--- src/rtl/wb_stream_pkg.sv ---
// Shared definitions for the Wishbone stream-writer DMA path.
package wb_stream_pkg;

  // Wishbone cycle type identifiers
  localparam logic [2:0] CTI_CLASSIC = 3'b000;
  localparam logic [2:0] CTI_INC     = 3'b010;
  localparam logic [2:0] CTI_EOB     = 3'b111;

  // Wishbone burst type extension: linear bursts only
  localparam logic [1:0] BTE_LINEAR  = 2'b00;

  // Burst controller states
  typedef enum logic [1:0] {
    ST_IDLE  = 2'd0,
    ST_WAIT  = 2'd1,
    ST_BURST = 2'd2
  } state_e;

  // Ceiling log2 for elaboration-time width calculation; clog2(1) = 0
  function automatic int unsigned clog2(input int unsigned value);
    int unsigned v;
    int unsigned r;
    v = (value > 1) ? value - 1 : 0;
    r = 0;
    while (v > 0) begin
      r = r + 1;
      v = v >> 1;
    end
    return r;
  endfunction

endpackage

--- src/rtl/wb_stream_writer_ctrl.sv ---
// Wishbone burst-read DMA engine: memory buffer -> stream FIFO.
// Issues one incrementing burst at a time, sized to fit the FIFO free space.
module wb_stream_writer_ctrl
  import wb_stream_pkg::*;
#(
  parameter int unsigned WB_AW         = 32,
  parameter int unsigned WB_DW         = 32,
  parameter int unsigned FIFO_AW       = 4,
  parameter int unsigned MAX_BURST_LEN = 2**FIFO_AW
) (
  input  logic                 wb_clk_i,
  input  logic                 wb_rst_i,
  output logic [WB_AW-1:0]     wbm_adr_o,
  output logic [WB_DW-1:0]     wbm_dat_o,
  output logic [WB_DW/8-1:0]   wbm_sel_o,
  output logic                 wbm_we_o,
  output logic                 wbm_cyc_o,
  output logic                 wbm_stb_o,
  output logic [2:0]           wbm_cti_o,
  output logic [1:0]           wbm_bte_o,
  input  logic [WB_DW-1:0]     wbm_dat_i,
  input  logic                 wbm_ack_i,
  input  logic                 wbm_err_i,
  input  logic                 wbm_rty_i,
  output logic [WB_DW-1:0]     fifo_d,
  output logic                 fifo_wr,
  input  logic [FIFO_AW:0]     fifo_cnt,
  input  logic                 enable,
  input  logic [WB_AW-1:0]     start_adr,
  input  logic [WB_AW-1:0]     buf_size,
  input  logic [WB_AW-1:0]     burst_size,
  output logic                 busy,
  output logic                 done,
  output logic [WB_DW-1:0]     tx_cnt
);

  localparam int unsigned STEP       = WB_DW / 8;
  localparam int unsigned STEP_SH    = clog2(STEP);
  localparam int unsigned BL_W       = clog2(MAX_BURST_LEN + 1);
  localparam int unsigned FIFO_DEPTH = 2**FIFO_AW;
  localparam int unsigned CNT_W      = FIFO_AW + 1;

  state_e             state_q, state_d;
  logic [WB_AW-1:0]   adr_q, adr_d;
  logic [WB_AW-1:0]   start_q, start_d;
  logic [WB_AW-1:0]   size_q, size_d;
  logic [WB_AW-1:0]   burst_q, burst_d;
  logic [BL_W-1:0]    beat_q, beat_d;
  logic [WB_DW-1:0]   tx_cnt_q, tx_cnt_d;
  logic [2:0]         cti_q, cti_d;
  logic               cyc_q, cyc_d;
  logic               stb_q, stb_d;
  logic               busy_q, busy_d;
  logic               done_q, done_d;

  logic [WB_AW-1:0]   eff_burst_c;
  logic [WB_AW-1:0]   remain_c;
  logic [WB_AW-1:0]   len_c;
  logic [WB_AW-1:0]   free_c;
  logic [WB_DW-1:0]   tx_inc_c;
  logic               ack_beat_c;
  logic               err_beat_c;

  // Retry is not acted on: stb is simply held until ack or err
  logic unused_rty;
  assign unused_rty = wbm_rty_i;

  // Requested burst length clamped to 1..MAX_BURST_LEN
  always_comb begin
    if (burst_size == '0) begin
      eff_burst_c = WB_AW'(1);
    end else if (burst_size > WB_AW'(MAX_BURST_LEN)) begin
      eff_burst_c = WB_AW'(MAX_BURST_LEN);
    end else begin
      eff_burst_c = burst_size;
    end
  end

  // Next burst length and FIFO headroom
  always_comb begin
    remain_c = size_q - WB_AW'(tx_cnt_q);
    len_c    = (burst_q < remain_c) ? burst_q : remain_c;
    free_c   = WB_AW'(CNT_W'(FIFO_DEPTH) - fifo_cnt);
    tx_inc_c = tx_cnt_q + WB_DW'(1);
  end

  // Beat qualification; a simultaneous err wins over ack and reset blocks writes
  assign ack_beat_c = (state_q == ST_BURST) && cyc_q && stb_q && wbm_ack_i &&
                      !wbm_err_i && !wb_rst_i;
  assign err_beat_c = (state_q == ST_BURST) && cyc_q && stb_q && wbm_err_i;

  // Next-state and registered-output computation
  always_comb begin
    state_d  = state_q;
    adr_d    = adr_q;
    start_d  = start_q;
    size_d   = size_q;
    burst_d  = burst_q;
    beat_d   = beat_q;
    tx_cnt_d = tx_cnt_q;
    cti_d    = cti_q;
    cyc_d    = cyc_q;
    stb_d    = stb_q;
    busy_d   = busy_q;
    done_d   = 1'b0;

    unique case (state_q)
      ST_IDLE: begin
        if (enable) begin
          if (buf_size != '0) begin
            start_d  = start_adr;
            size_d   = buf_size;
            burst_d  = eff_burst_c;
            tx_cnt_d = '0;
            busy_d   = 1'b1;
            state_d  = ST_WAIT;
          end else begin
            done_d   = 1'b1;
          end
        end
      end

      ST_WAIT: begin
        if (free_c >= len_c) begin
          cyc_d   = 1'b1;
          stb_d   = 1'b1;
          adr_d   = start_q + (WB_AW'(tx_cnt_q) << STEP_SH);
          beat_d  = BL_W'(len_c);
          cti_d   = (len_c == WB_AW'(1)) ? CTI_EOB : CTI_INC;
          state_d = ST_BURST;
        end
      end

      ST_BURST: begin
        if (err_beat_c) begin
          cyc_d   = 1'b0;
          stb_d   = 1'b0;
          cti_d   = CTI_CLASSIC;
          busy_d  = 1'b0;
          done_d  = 1'b1;
          state_d = ST_IDLE;
        end else if (ack_beat_c) begin
          tx_cnt_d = tx_inc_c;
          adr_d    = adr_q + WB_AW'(STEP);
          beat_d   = beat_q - BL_W'(1);
          if (beat_q == BL_W'(1)) begin
            cyc_d = 1'b0;
            stb_d = 1'b0;
            cti_d = CTI_CLASSIC;
            if (WB_AW'(tx_inc_c) == size_q) begin
              busy_d  = 1'b0;
              done_d  = 1'b1;
              state_d = ST_IDLE;
            end else begin
              state_d = ST_WAIT;
            end
          end else if (beat_q == BL_W'(2)) begin
            cti_d = CTI_EOB;
          end
        end
      end

      default: begin
        state_d = ST_IDLE;
      end
    endcase
  end

  // State and output registers
  always_ff @(posedge wb_clk_i) begin
    if (wb_rst_i) begin
      state_q  <= ST_IDLE;
      adr_q    <= '0;
      start_q  <= '0;
      size_q   <= '0;
      burst_q  <= '0;
      beat_q   <= '0;
      tx_cnt_q <= '0;
      cti_q    <= CTI_CLASSIC;
      cyc_q    <= 1'b0;
      stb_q    <= 1'b0;
      busy_q   <= 1'b0;
      done_q   <= 1'b0;
    end else begin
      state_q  <= state_d;
      adr_q    <= adr_d;
      start_q  <= start_d;
      size_q   <= size_d;
      burst_q  <= burst_d;
      beat_q   <= beat_d;
      tx_cnt_q <= tx_cnt_d;
      cti_q    <= cti_d;
      cyc_q    <= cyc_d;
      stb_q    <= stb_d;
      busy_q   <= busy_d;
      done_q   <= done_d;
    end
  end

  assign wbm_adr_o = adr_q;
  assign wbm_dat_o = '0;
  assign wbm_sel_o = '1;
  assign wbm_we_o  = 1'b0;
  assign wbm_cyc_o = cyc_q;
  assign wbm_stb_o = stb_q;
  assign wbm_cti_o = cti_q;
  assign wbm_bte_o = BTE_LINEAR;
  assign fifo_d    = wbm_dat_i;
  assign fifo_wr   = ack_beat_c;
  assign busy      = busy_q;
  assign done      = done_q;
  assign tx_cnt    = tx_cnt_q;

endmodule

--- config.mk ---
export PLATFORM = sky130hd
export DESIGN_NAME = wb_stream_writer_ctrl
export DESIGN_NICKNAME = d
export VERILOG_FILES = /design/src/rtl/wb_stream_pkg.sv /design/src/rtl/wb_stream_writer_ctrl.sv
export SDC_FILE = /design/constraint.sdc
export NUM_CORES = 1
export LEC_CHECK = 0
export CAP_MARGIN = 20
export CORE_ASPECT_RATIO = 1.5
export CORE_MARGIN = 2
export CORE_UTILIZATION = 53
export CTS_CLUSTER_DIAMETER = 50
export DETAILED_ROUTE_END_ITERATION = 12
export PLACE_DENSITY = 0.84
export SETUP_SLACK_MARGIN = 0.02
export SYNTH_ARGS = -nofsm -noshare
export SYNTH_HDL_FRONTEND = slang
export SYNTH_SLANG_ARGS = --single-unit
--- constraint.sdc ---
create_clock -name wb_clk_i -period 9.2 [get_ports wb_clk_i]
set_input_delay 1.84 -clock wb_clk_i [delete_from_list [all_inputs] [get_ports wb_clk_i]]
set_output_delay 1.84 -clock wb_clk_i [all_outputs]
set_load 0.1 [all_outputs]
==> metrics.md, run 1 <==
| Metric | Value |
|---|---|
| Type of origin of the critical path | flip-flop |
| Clock Pin Slew Worst Setup and Hold Paths | about 70 ps |
| Synthesized area | ~14000 um2 |
| Overall Power | around 3800 uW |
| Min cycle time layout | 8272 ps |
| Pre-antenna DRT Iters | 7 |
| Post-synth ARST share | 0% |
| Die width | around 140 um |
| DR DRC count | 0 |
| CTS tree | yes |
| Reg2reg path depth | 29 |
| Remaining antenna violation count | 0 |
| Cell repeated most along the worst path | ha_1 |
| CP endpoint | wbm_adr_o[20] |
| Critical Path AT | ~8600 ps |
| Yosys top cell area share | between 20% and 30% |
| Slowest-stage cell, CP | a2111oi_0 |
| Total GRT Usage | 29.65% |
| Syn_area_per_cell | between 7 and 8 um2 |
| Synth Area in Adders | 12.32% |
| Initial antenna violation count | 0 |
| Commonest cells in the netlist | nand2_1 (278), a21oi_1 (215), dfxtp_1 (172), ha_1 (134), nor2_1 (125) |
| Pwr Density | approximately 240 nW/um2 |
| Core box area | approximately 26000 um2 |
| Slew Limit Fails | 0 |
| Syn-to-layout area delta | 15.84% |
| Area of the multi-input gates | roughly 9500 um2 |
| Largest net degree at the start of global routing | 99 |
| Diode count | 0 |
| Synth Flop Type | dfxtp_1 |
| Fmax | between 100 and 150 MHz |
| Yosys warns | 0 |
| P_leak | approximately 0.0064 uW |
| Clock Sinks | 172 |
| Period utilization | 89.92% |
| Crit path from | tx_cnt[14] |
| Fin util | 62.43% |
| Std cell rows | slightly above 70 |
| Post-synthesis xor/xnor area fraction | a little over 6% |
| FILL cells | 2252 |
| Outcome | finished clean |
| Worst-Skew Late Latency | 440 ps |
| Reg-to-Reg Start | tx_cnt[14] |
| WP data required | approximately 9600 ps |
| Grt ovf | 0 |
| Final Hold Violating Endpoints | 0 |
| Die ar. | about 28000 um2 |
| DP Wirelength | around 31000 um |
| Setup CP Type | reg -> reg |
| Maximum vdd ir drop | between 0.2 and 0.25 mV |
| DRT iter0 DRCs | 901 |
| Measured slew at the worst slew-check pin | 1073 ps |
| CP Capture Type | flip-flop |
| CTS Root Buffer Type | clkbuf_16 |
| Post-Synth Simple-Gate Area | about a quarter |
| Proportion of layout cells with a drive suffix above 1 | about 3.6% |
| Io pins | roughly 280 |
| Post-CTS Setup Repair Bufs | 0 |
| RR Endpoint | wbm_adr_o[20] |
| Post-Layout Inst Area | about 16000 um2 |
| Pre-CTS WS | roughly 1200 ps |
| RSZ-0062 raised after global routing | false |
| Max-cap viol count | 0 |
| Post-synthesis mux area share | less than 1% |
| Fin nets | around 2200 |
| Synth area leaders | dfxtp_1 (25%), ha_1 (12%), a21oi_1 (7.7%), nand2_1 (7.5%), buf_4 (3.9%) |
| Cell with the most instances after synthesis | nand2_1 |
| Slowest stage delay, CP | roughly 640 ps |
| Reg area | between 3000 and 4000 um2 |
| Post-cts resize count | 0 |
| Flop2flop setup slack | between 900 and 1000 ps |
| Complex-gate fraction of the synthesized area | 23.18% |
| Routed length per instance | between 15 and 20 um |
| Die Span Y | 202.6 um |
| Vias in the first global route | 13469 |
| Number of synthesized flops with an enable pin | 0 |
| Worst-path fanout max | about 50 |
| First-pass GRT wire length | 65800 um |
| CTS Buffer Depth | 2 |
| Initial Utilization | 53.90% |
| Placed cell areas | 15500 um2 |
| Vias | approximately 14000 |
| Syn Inst Count | ~1900 |
| Slew headroom | between 20% and 30% |
| Final setup violation count | 0 |
| #FFs+latches synth | about 170 |
| Clk_skew | between 6 and 7 ps |
| Total Wirelength | around 41000 um |
| Post-route setup TNS | 0 ps |
| Gpl congestion | about 0.95 |
| Register area share after synthesis | about a quarter |
| Fin worst setup slack | roughly 930 ps |
| Largest family of logic cells by synthesized area | simple AND/OR/NAND/NOR gates |
| Min-Delay Path Class | reg -> reg |
| Vias per inst | between 6 and 7 |
| H-Tree Depth | 4 |
| Post-synth cell types | 77 |
| Largest area contributor in the netlist | dfxtp_1 |
| Buffers on Ports | around 180 |
| Hold Buf Count CTS | 0 |
| Num CTS Buffers | 17 |
-- stage by stage --
| step | hold WS [ps] | instances |
|---|---|---|
| 6_report | 456.7 | 2308 |
| 5_1_grt | 477.3 | 2308 |
| 4_1_cts | 459.1 | 2307 |
| 3_5_place_dp | 449.8 | 2275 |
| 3_3_place_gp | 440.0 | 2275 |
| 2_1_floorplan | 432.2 | 1915 |
-- state kept, by name, summed over array words and instances, names as in the netlist --
register,flops
beat_q,5
wbm_adr_o,32
size_q,32
start_q,32
wbm_cti_o,2
busy,1
state_q,2
tx_cnt,32
burst_q,32
done,1
wbm_stb_o,1
-- area by class of cell --
cell class              instances  share of cell area, %
clock buffers                  22                  2.938
multi-input cells            1508                  58.96
inverters                      75                  1.744
well taps                     333                  2.581
flip-flops and latches        172                  21.33
clock inverters                10                 0.8526
repair buffers                188                  11.60
-- report_power, final --
group | internal [uW] | switching (uW) | total [uW]
registers | 850 | 108 | 958
clock network | 449 | 315 | 764
logic | 664 | 1430 | 2090
-- kinds of logic (layout without fill, tap and decap cells) --
kind of cell | count (synthesis) | in the layout
buffers and inverters | 235 | 295
muxes | 12 | 12
xor gates and xnor gates | 99 | 99
other | 2 | 39
adders and majority gates | 136 | 136
and+or+nand+nor | 700 | 700
AOI/OAI and AO/OA | 522 | 522
DFF | 172 | 172
-- per-layer routing --
| layer | GRT usage (%) | share of wire (%) | vias to the layer above |
|---|---|---|---|
| met4 | 21.13 | 7.3 | 0 |
| met5 | 0 | 0 | - |
| met1 | 32.82 | 38 | 6523 |
| li1 | - | - | 6782 |
| met3 | 3.720 | 5.3 | 163 |
| met2 | 51.60 | 49 | 556 |
-- worst min-delay path by stage --
| stage | startpoint | to | slack [ps] | cells past startpoint |
|---|---|---|---|---|
| 4_1_cts | wbm_adr_o[1] | wbm_adr_o[1] | 460 | 2 |
| 3_3_place_gp | start_q[0] | wbm_adr_o[0] | 440 | 2 |
| 6_report | size_q[0] | size_q[0] | 460 | 2 |
| 3_5_place_dp | wbm_adr_o[1] | wbm_adr_o[1] | 450 | 2 |
| 5_1_grt | start_q[0] | wbm_adr_o[0] | 480 | 2 |
| 2_1_floorplan | start_q[0] | wbm_adr_o[0] | 430 | 2 |
-- worst max-delay path: cells and delay by family, from the launching register on --
family,cells,cell delay [ps]
buffers and inverters,2,640
flip-flops,1,490
AO/OA/AOI/OAI,14,4470
AND/OR/NAND/NOR,8,1210
XOR/XNOR,1,200
multiplexers,1,180
adder cells (fa/ha/maj),3,990
-- cell usage in the layout (no fill, tap or decap), types with 17 or more instances in the layout --
cell             Yosys  final
nand2_1            278    278
a21oi_1            215    214
clkdlybuf4s50_1      0    176
dfxtp_1            172    172
ha_1               134    133
nor2_1             125    125
o21ai_0             84     84
inv_1               75     75
xnor2_1             60     60
nor3_1              50     49
a21o_1              47     47
nand3_1             46     46
and2_1              41     41
nand4_1             40     40
xor2_1              39     39
conb_1               2     39
a211oi_1            30     30
nor4_1              26     26
clkbuf_16            0     17
(Power assumes the default switching activity.)
==> inputs of run 2 (changes only) <==
--- a/config.mk
+++ b/config.mk
@@ -7,7 +7,9 @@
 export LEC_CHECK = 0
 export CAP_MARGIN = 20
+export CELL_PAD_IN_SITES_DETAIL_PLACEMENT = 1
+export CELL_PAD_IN_SITES_GLOBAL_PLACEMENT = 1
 export CORE_ASPECT_RATIO = 1.5
 export CORE_MARGIN = 2
-export CORE_UTILIZATION = 53
+export CORE_UTILIZATION = 38
 export CTS_CLUSTER_DIAMETER = 50
 export DETAILED_ROUTE_END_ITERATION = 12
==> constraint.sdc (replaced) <==
create_clock -name wb_clk_i -period 9.2 [get_ports wb_clk_i]
set_input_delay 1.84 -clock wb_clk_i [delete_from_list [all_inputs] [get_ports wb_clk_i]]
set_output_delay 1.84 -clock wb_clk_i [all_outputs]
set_load 0.005 [all_outputs]
==> run 2 against run 1 <==
Flip-flop and latch count stayed put. Global-route usage fell by 4.3 points. Combinational power down 18%. Sequential power hardly changed. Fmax shrank 2.5%. Clock-buffer cell count is 3 lower. First-iteration DRC count fell by 40%. Critical path type unchanged. Largest cell class unchanged.
==> metrics.md, run 2 (synthesis results as in run 1) <==
| Metric | Value |
|---|---|
| Measured slew at the worst slew-check pin | approximately 920 ps |
| Grt ovf | 0 |
| Fmax | 117.8 MHz |
| Min-Delay Path Class | reg -> reg |
| Total Wirelength | just under 50000 um |
| Std cell rows | 85 |
| H-Tree Depth | 4 |
| Type of origin of the critical path | flip-flop |
| Hold Buf Count CTS | 0 |
| Post-CTS Setup Repair Bufs | 0 |
| Syn-to-layout area delta | 18.04% |
| Maximum vdd ir drop | approximately 0.19 mV |
| Worst-Skew Late Latency | about 470 ps |
| Vias in the first global route | 15139 |
| Die ar. | between 30000 and 40000 um2 |
| CP Capture Type | flip-flop |
| Initial Utilization | 38.65% |
| Slew Limit Fails | 0 |
| CTS Buffer Depth | 2 |
| Final Hold Violating Endpoints | 0 |
| Die Span Y | 238.5 um |
| Slowest-stage cell, CP | a2111oi_0 |
| Period utilization | between 90% and 100% |
| Post-route setup TNS | 0 ps |
| Gpl congestion | roughly 0.86 |
| Total GRT Usage | between 20 and 30% |
| Clock Sinks | ~170 |
| Largest net degree at the start of global routing | between 70 and 80 |
| Fin nets | approximately 2200 |
| Setup CP Type | reg -> reg |
| Fin util | a little under half |
| Post-Layout Inst Area | between 15000 and 20000 um2 |
| Clock Pin Slew Worst Setup and Hold Paths | roughly 70 ps |
| Slowest stage delay, CP | 680 ps |
| Pre-CTS WS | approximately 1000 ps |
| Io pins | around 280 |
| Commonest non-fill, non-tap cells in the layout | nand2_1 (278), a21oi_1 (214), clkdlybuf4s50_1 (176) |
| Worst-path fanout max | 49 |
| DP Wirelength | between 30000 and 40000 um |
| Initial antenna violation count | 0 |
| Die width | roughly 160 um |
| Cell repeated most along the worst path | ha_1 |
| Routed length per instance | approximately 20 um |
| DR DRC count | 0 |
| Outcome | finished clean |
| Buffers on Ports | approximately 180 |
| CTS tree | yes |
| Remaining antenna violation count | 0 |
| Clk_skew | 14.17 ps |
| Critical Path AT | 8860 ps |
| Fin worst setup slack | 711.4 ps |
| Placed cell areas | 15740 um2 |
| Min cycle time layout | 8489 ps |
| Commonest non-fill, non-tap cell in the layout | nand2_1 |
| DRT iter0 DRCs | about 540 |
| CTS Root Buffer Type | clkbuf_16 |
| Diode count | 0 |
| P_leak | between 0.006 and 0.007 uW |
| Post-cts resize count | 0 |
| WP data required | roughly 9600 ps |
| Max-cap viol count | 0 |
| RSZ-0062 raised after global routing | false |
| First-pass GRT wire length | roughly 78000 um |
| Num CTS Buffers | 17 |
| Vias per inst | roughly 5.8 |
| Core box area | around 36000 um2 |
| Proportion of layout cells with a drive suffix above 1 | 3.937% |
| Slew headroom | a little under two fifths |
| Final setup violation count | 0 |
| Pre-antenna DRT Iters | 5 |
| Vias | between 10000 and 15000 |
| Pwr Density | 215.6 nW/um2 |
==> run 2: worst max-delay path: cells and delay by family (launching register included) <==
| family | cells | cell delay, ps |
|---|---|---|
| adders and majority gates | 3 | 1020 |
| AOI/OAI and AO/OA | 14 | 4540 |
| and+or+nand+nor | 8 | 990 |
| muxes | 1 | 180 |
| xor gates and xnor gates | 1 | 270 |
| DFF | 1 | 500 |
| buffers and inverters | 3 | 890 |
==> run 2: final cells by class <==
| class | instances | area, um2 |
|---|---|---|
| Fill cell | 4477 | 19610 |
| Clock inverter | 13 | 236.5 |
| Multi-Input combinational cell | 1508 | 9517 |
| Sequential cell | 172 | 3443 |
| Clock buffer | 19 | 442.9 |
| Tap cell | 478 | 598.1 |
| Timing Repair Buffer | 194 | 1929 |
| Inverter | 75 | 281.5 |
==> run 2: stage by stage <==
step,hold WS (ps),total power [uW],std cells
finish,464.2,3547,2459
global placement,446.1,2561,2426
CTS,466.2,3524,2458
global route,488.2,3768,2459
floorplan,432.1,2083,1915
detailed placement,456.0,2636,2426
==> run 2: worst paths after layout <==
check	startpoint	to	slack, ps	cells past startpoint
worst max register to register	tx_cnt[13]	wbm_adr_o[24]	710	30
worst min-delay path	start_q[20]	start_q[20]	460	2
worst min register to register	start_q[20]	start_q[20]	460	2
worst max-delay path	tx_cnt[13]	wbm_adr_o[24]	710	30
==> run 2: where the power goes <==
group	internal (uW)	switching [uW]
Sequential	849	110
Clock	520	350
Combinational	671	1050
Total	2040	1510
==> run 2: routing by layer <==
layer / up-vias / part of all wire [%] / GRT usage [%]
li1: 6791 / - / -
met1: 6929 / 39 / 27.22
met2: 370 / 51 / 47.03
met3: 134 / 4.0 / 3.661
met4: 0 / 5.6 / 14.99
met5: - / 0 / 0
==> inputs of run 3 (changes only) <==
CORE_MARGIN = unset   (was 2)
CORE_UTILIZATION = 41   (was 38)
PLACE_DENSITY = 0.89   (was 0.84)
clock period = 9.8 ns   (was 9.2 ns; I/O delays follow)
==> run 3 against run 2 <==
The run now ends with DRC left. Sequential share of layout area up 0.25 points. Final area down 1.2%. Die area down 9.2%. Clock power down 16%. Cell count down 2.6%. Core utilization up 3.0 points. Sequential power down 6.2%. Register-to-register slack better by 200 ps. Clock-buffer cell count up 2. First-iteration DRC count up 27%. Hold slack worse by 6.5 ps. Critical path depth down 1. Critical endpoint is now wbm_adr_o[20]. Highest routed layer unchanged.
==> metrics.md, run 3 (synthesis results as in run 1) <==
| Metric | Value |
|---|---|
| Outcome | finished with violations |
| Failing checks | DRC |
| Slowest stage delay, CP | between 700 and 800 ps |
| Type of origin of the critical path | flip-flop |
| Initial Utilization | 41.66% |
| Io pins | roughly 280 |
| P_leak | ~0.0064 uW |
| Measured slew at the worst slew-check pin | about 970 ps |
| Clk pwr share | between 20% and 30% |
| CTS Root Buffer Type | clkbuf_16 |
| Routed length per instance | roughly 20 um |
| Fin util | between 40% and 50% |
| Pwr Density | 199.2 nW/um2 |
| Syn-to-layout area delta | 16.66% |
| Worst-Skew Late Latency | 460 ps |
| Maximum vdd ir drop | ~0.14 mV |
| Post-cts resize count | 0 |
| Share of power burned in registers | around 28% |
| Post-route setup TNS | 0 ps |
| Int Pwr | 1856 uW |
| Period utilization | 90.66% |
| Slew Limit Fails | 0 |
| Initial antenna violation count | 0 |
| Vias per inst | ~5.9 |
| Vias | 14244 |
| Fmax | between 100 and 150 MHz |
| Max-cap viol count | 0 |
| Num CTS Buffers | 17 |
| Inst Count DP | roughly 2400 |
| CTS Buffer Depth | 2 |
| Final Hold Violating Endpoints | 0 |
| Net switching power | between 1000 and 1500 uW |
| Buffers on Ports | approximately 180 |
| Slowest-stage cell, CP | a31oi_4 |
| Die Span Y | between 200 and 250 um |
| Comb pwr share | about half |
| Total Wirelength | between 40000 and 50000 um |
| Clock Sinks | 172 |
| CP Capture Type | flip-flop |
| FILL cells | between 4000 and 5000 |
| H-Tree Depth | 4 |
| Min-Delay Path Class | reg -> reg |
| Clock Pin Slew Worst Setup and Hold Paths | around 60 ps |
| Final setup violation count | 0 |
| Clk_skew | ~11 ps |
| DRT iter0 DRCs | 687 |
| Diode count | 0 |
| Remaining antenna violation count | 0 |
| Die width | about 150 um |
| Min cycle time layout | between 8000 and 9000 ps |
| Post-CTS Setup Repair Bufs | 0 |
| CTS tree | yes |
| DR DRC count | 15 |
| Sw Share | a little over two fifths |
| Proportion of layout cells with a drive suffix above 1 | between 3 and 4% |
| Slew headroom | a little over a third |
| Grt ovf | 0 |
| Worst-path fanout max | 49 |
| RSZ-0062 raised after global routing | false |
| Pre-antenna DRT Iters | 11 |
| Fin nets | 2240 |
| Core box area | around 33000 um2 |
| Total GRT Usage | between 20% and 30% |
| Std cell rows | 82 |
| Die ar. | about 35000 um2 |
| Setup CP Type | reg -> reg |
| Gpl congestion | 0.9138 |
| DP Wirelength | between 30000 and 40000 um |
| Largest net degree at the start of global routing | between 90 and 100 |
| First-pass GRT wire length | 76450 um |
| Commonest non-fill, non-tap cells in the layout | nand2_1 (278), a21oi_1 (214), clkdlybuf4s50_1 (176) |
| Critical Path AT | ~9000 ps |
| WP data required | approximately 10000 ps |
| Commonest non-fill, non-tap cell in the layout | nand2_1 |
| Post-Layout Cell Count | ~2400 |
| Vias in the first global route | ~15000 |
| Hold Buf Count CTS | 0 |
[run 3: cell count changes in the layout (fill, tap and decap cells not counted)]
cell | before | now
clkbuf_1 | 1 | 3
clkinvlp_4 | 1 | 0
clkinv_4 | 2 | 0
clkinv_2 | 1 | 5
inv_6 | 3 | 0
bufinv_16 | 6 | 4
buf_12 | 1 | 0
buf_4 | 16 | 14
[run 3: cell type report]
| type | instances | area [um2] | share of cell area (%) |
|---|---|---|---|
| Clock inverter | 9 | 145.1 | 0.8928 |
| Inverter | 75 | 281.5 | 1.732 |
| Tap cell | 420 | 525.5 | 3.233 |
| Clock buffer | 21 | 450.4 | 2.771 |
| Timing Repair Buffer | 191 | 1894 | 11.65 |
| Multi-Input combinational cell | 1508 | 9517 | 58.54 |
| Sequential cell | 172 | 3443 | 21.18 |
[run 3: worst max-delay path, delay by kind of cell (launching register included)]
family,cells,cell delay (ps)
AOI/OAI and AO/OA,14,4910
and+or+nand+nor,8,1110
adders and majority gates,3,1060
buffers and inverters,2,650
DFF,1,560
muxes,1,260
xor gates and xnor gates,1,240
[run 3: power groups by stage]
| stage | Sequential [uW] | Combinational (uW) | Clock, uW |
|---|---|---|---|
| 6_report | 900 | 1610 | 729 |
| 4_1_cts | 898 | 1580 | 741 |
| 5_1_grt | 912 | 1760 | 765 |
| 2_1_floorplan | 887 | 1070 | 0 |
| 3_3_place_gp | 908 | 1480 | 0 |
| 3_5_place_dp | 911 | 1560 | 0 |
[run 3: worst paths after layout]
path | startpoint | endpoint | slack (ps) | cells past startpoint
hold reg to reg | size_q[0] | size_q[0] | 460 | 2
setup reg to reg | tx_cnt[6] | wbm_adr_o[20] | 910 | 29
setup / recovery | tx_cnt[6] | wbm_adr_o[20] | 910 | 29
hold / removal | size_q[0] | size_q[0] | 460 | 2
[run 3: metrics by stage]
step           hold WS [ps]  cell area, um2  setup slack, ps  power, uW
6_report              457.7           16260            914.9       3239
4_1_cts               460.2           16230             1039       3222
3_3_place_gp          441.9           15630             1493       2391
3_5_place_dp          450.4           15630             1200       2468
2_1_floorplan         432.1           14070             2852       1955
5_1_grt               476.9           16260            302.5       3433
[run 3: per-layer routing]
metal  routed length, um  up-vias  GRT usage [%]  part of all wire, %
li1                    -     6767              -                    -
met1               18880     6935          29.47                   39
met2               24610      408          50.07                   51
met3                1972      134          3.932                  4.1
met4                2689        0          16.95                  5.6
met5                   0        -              0                    0
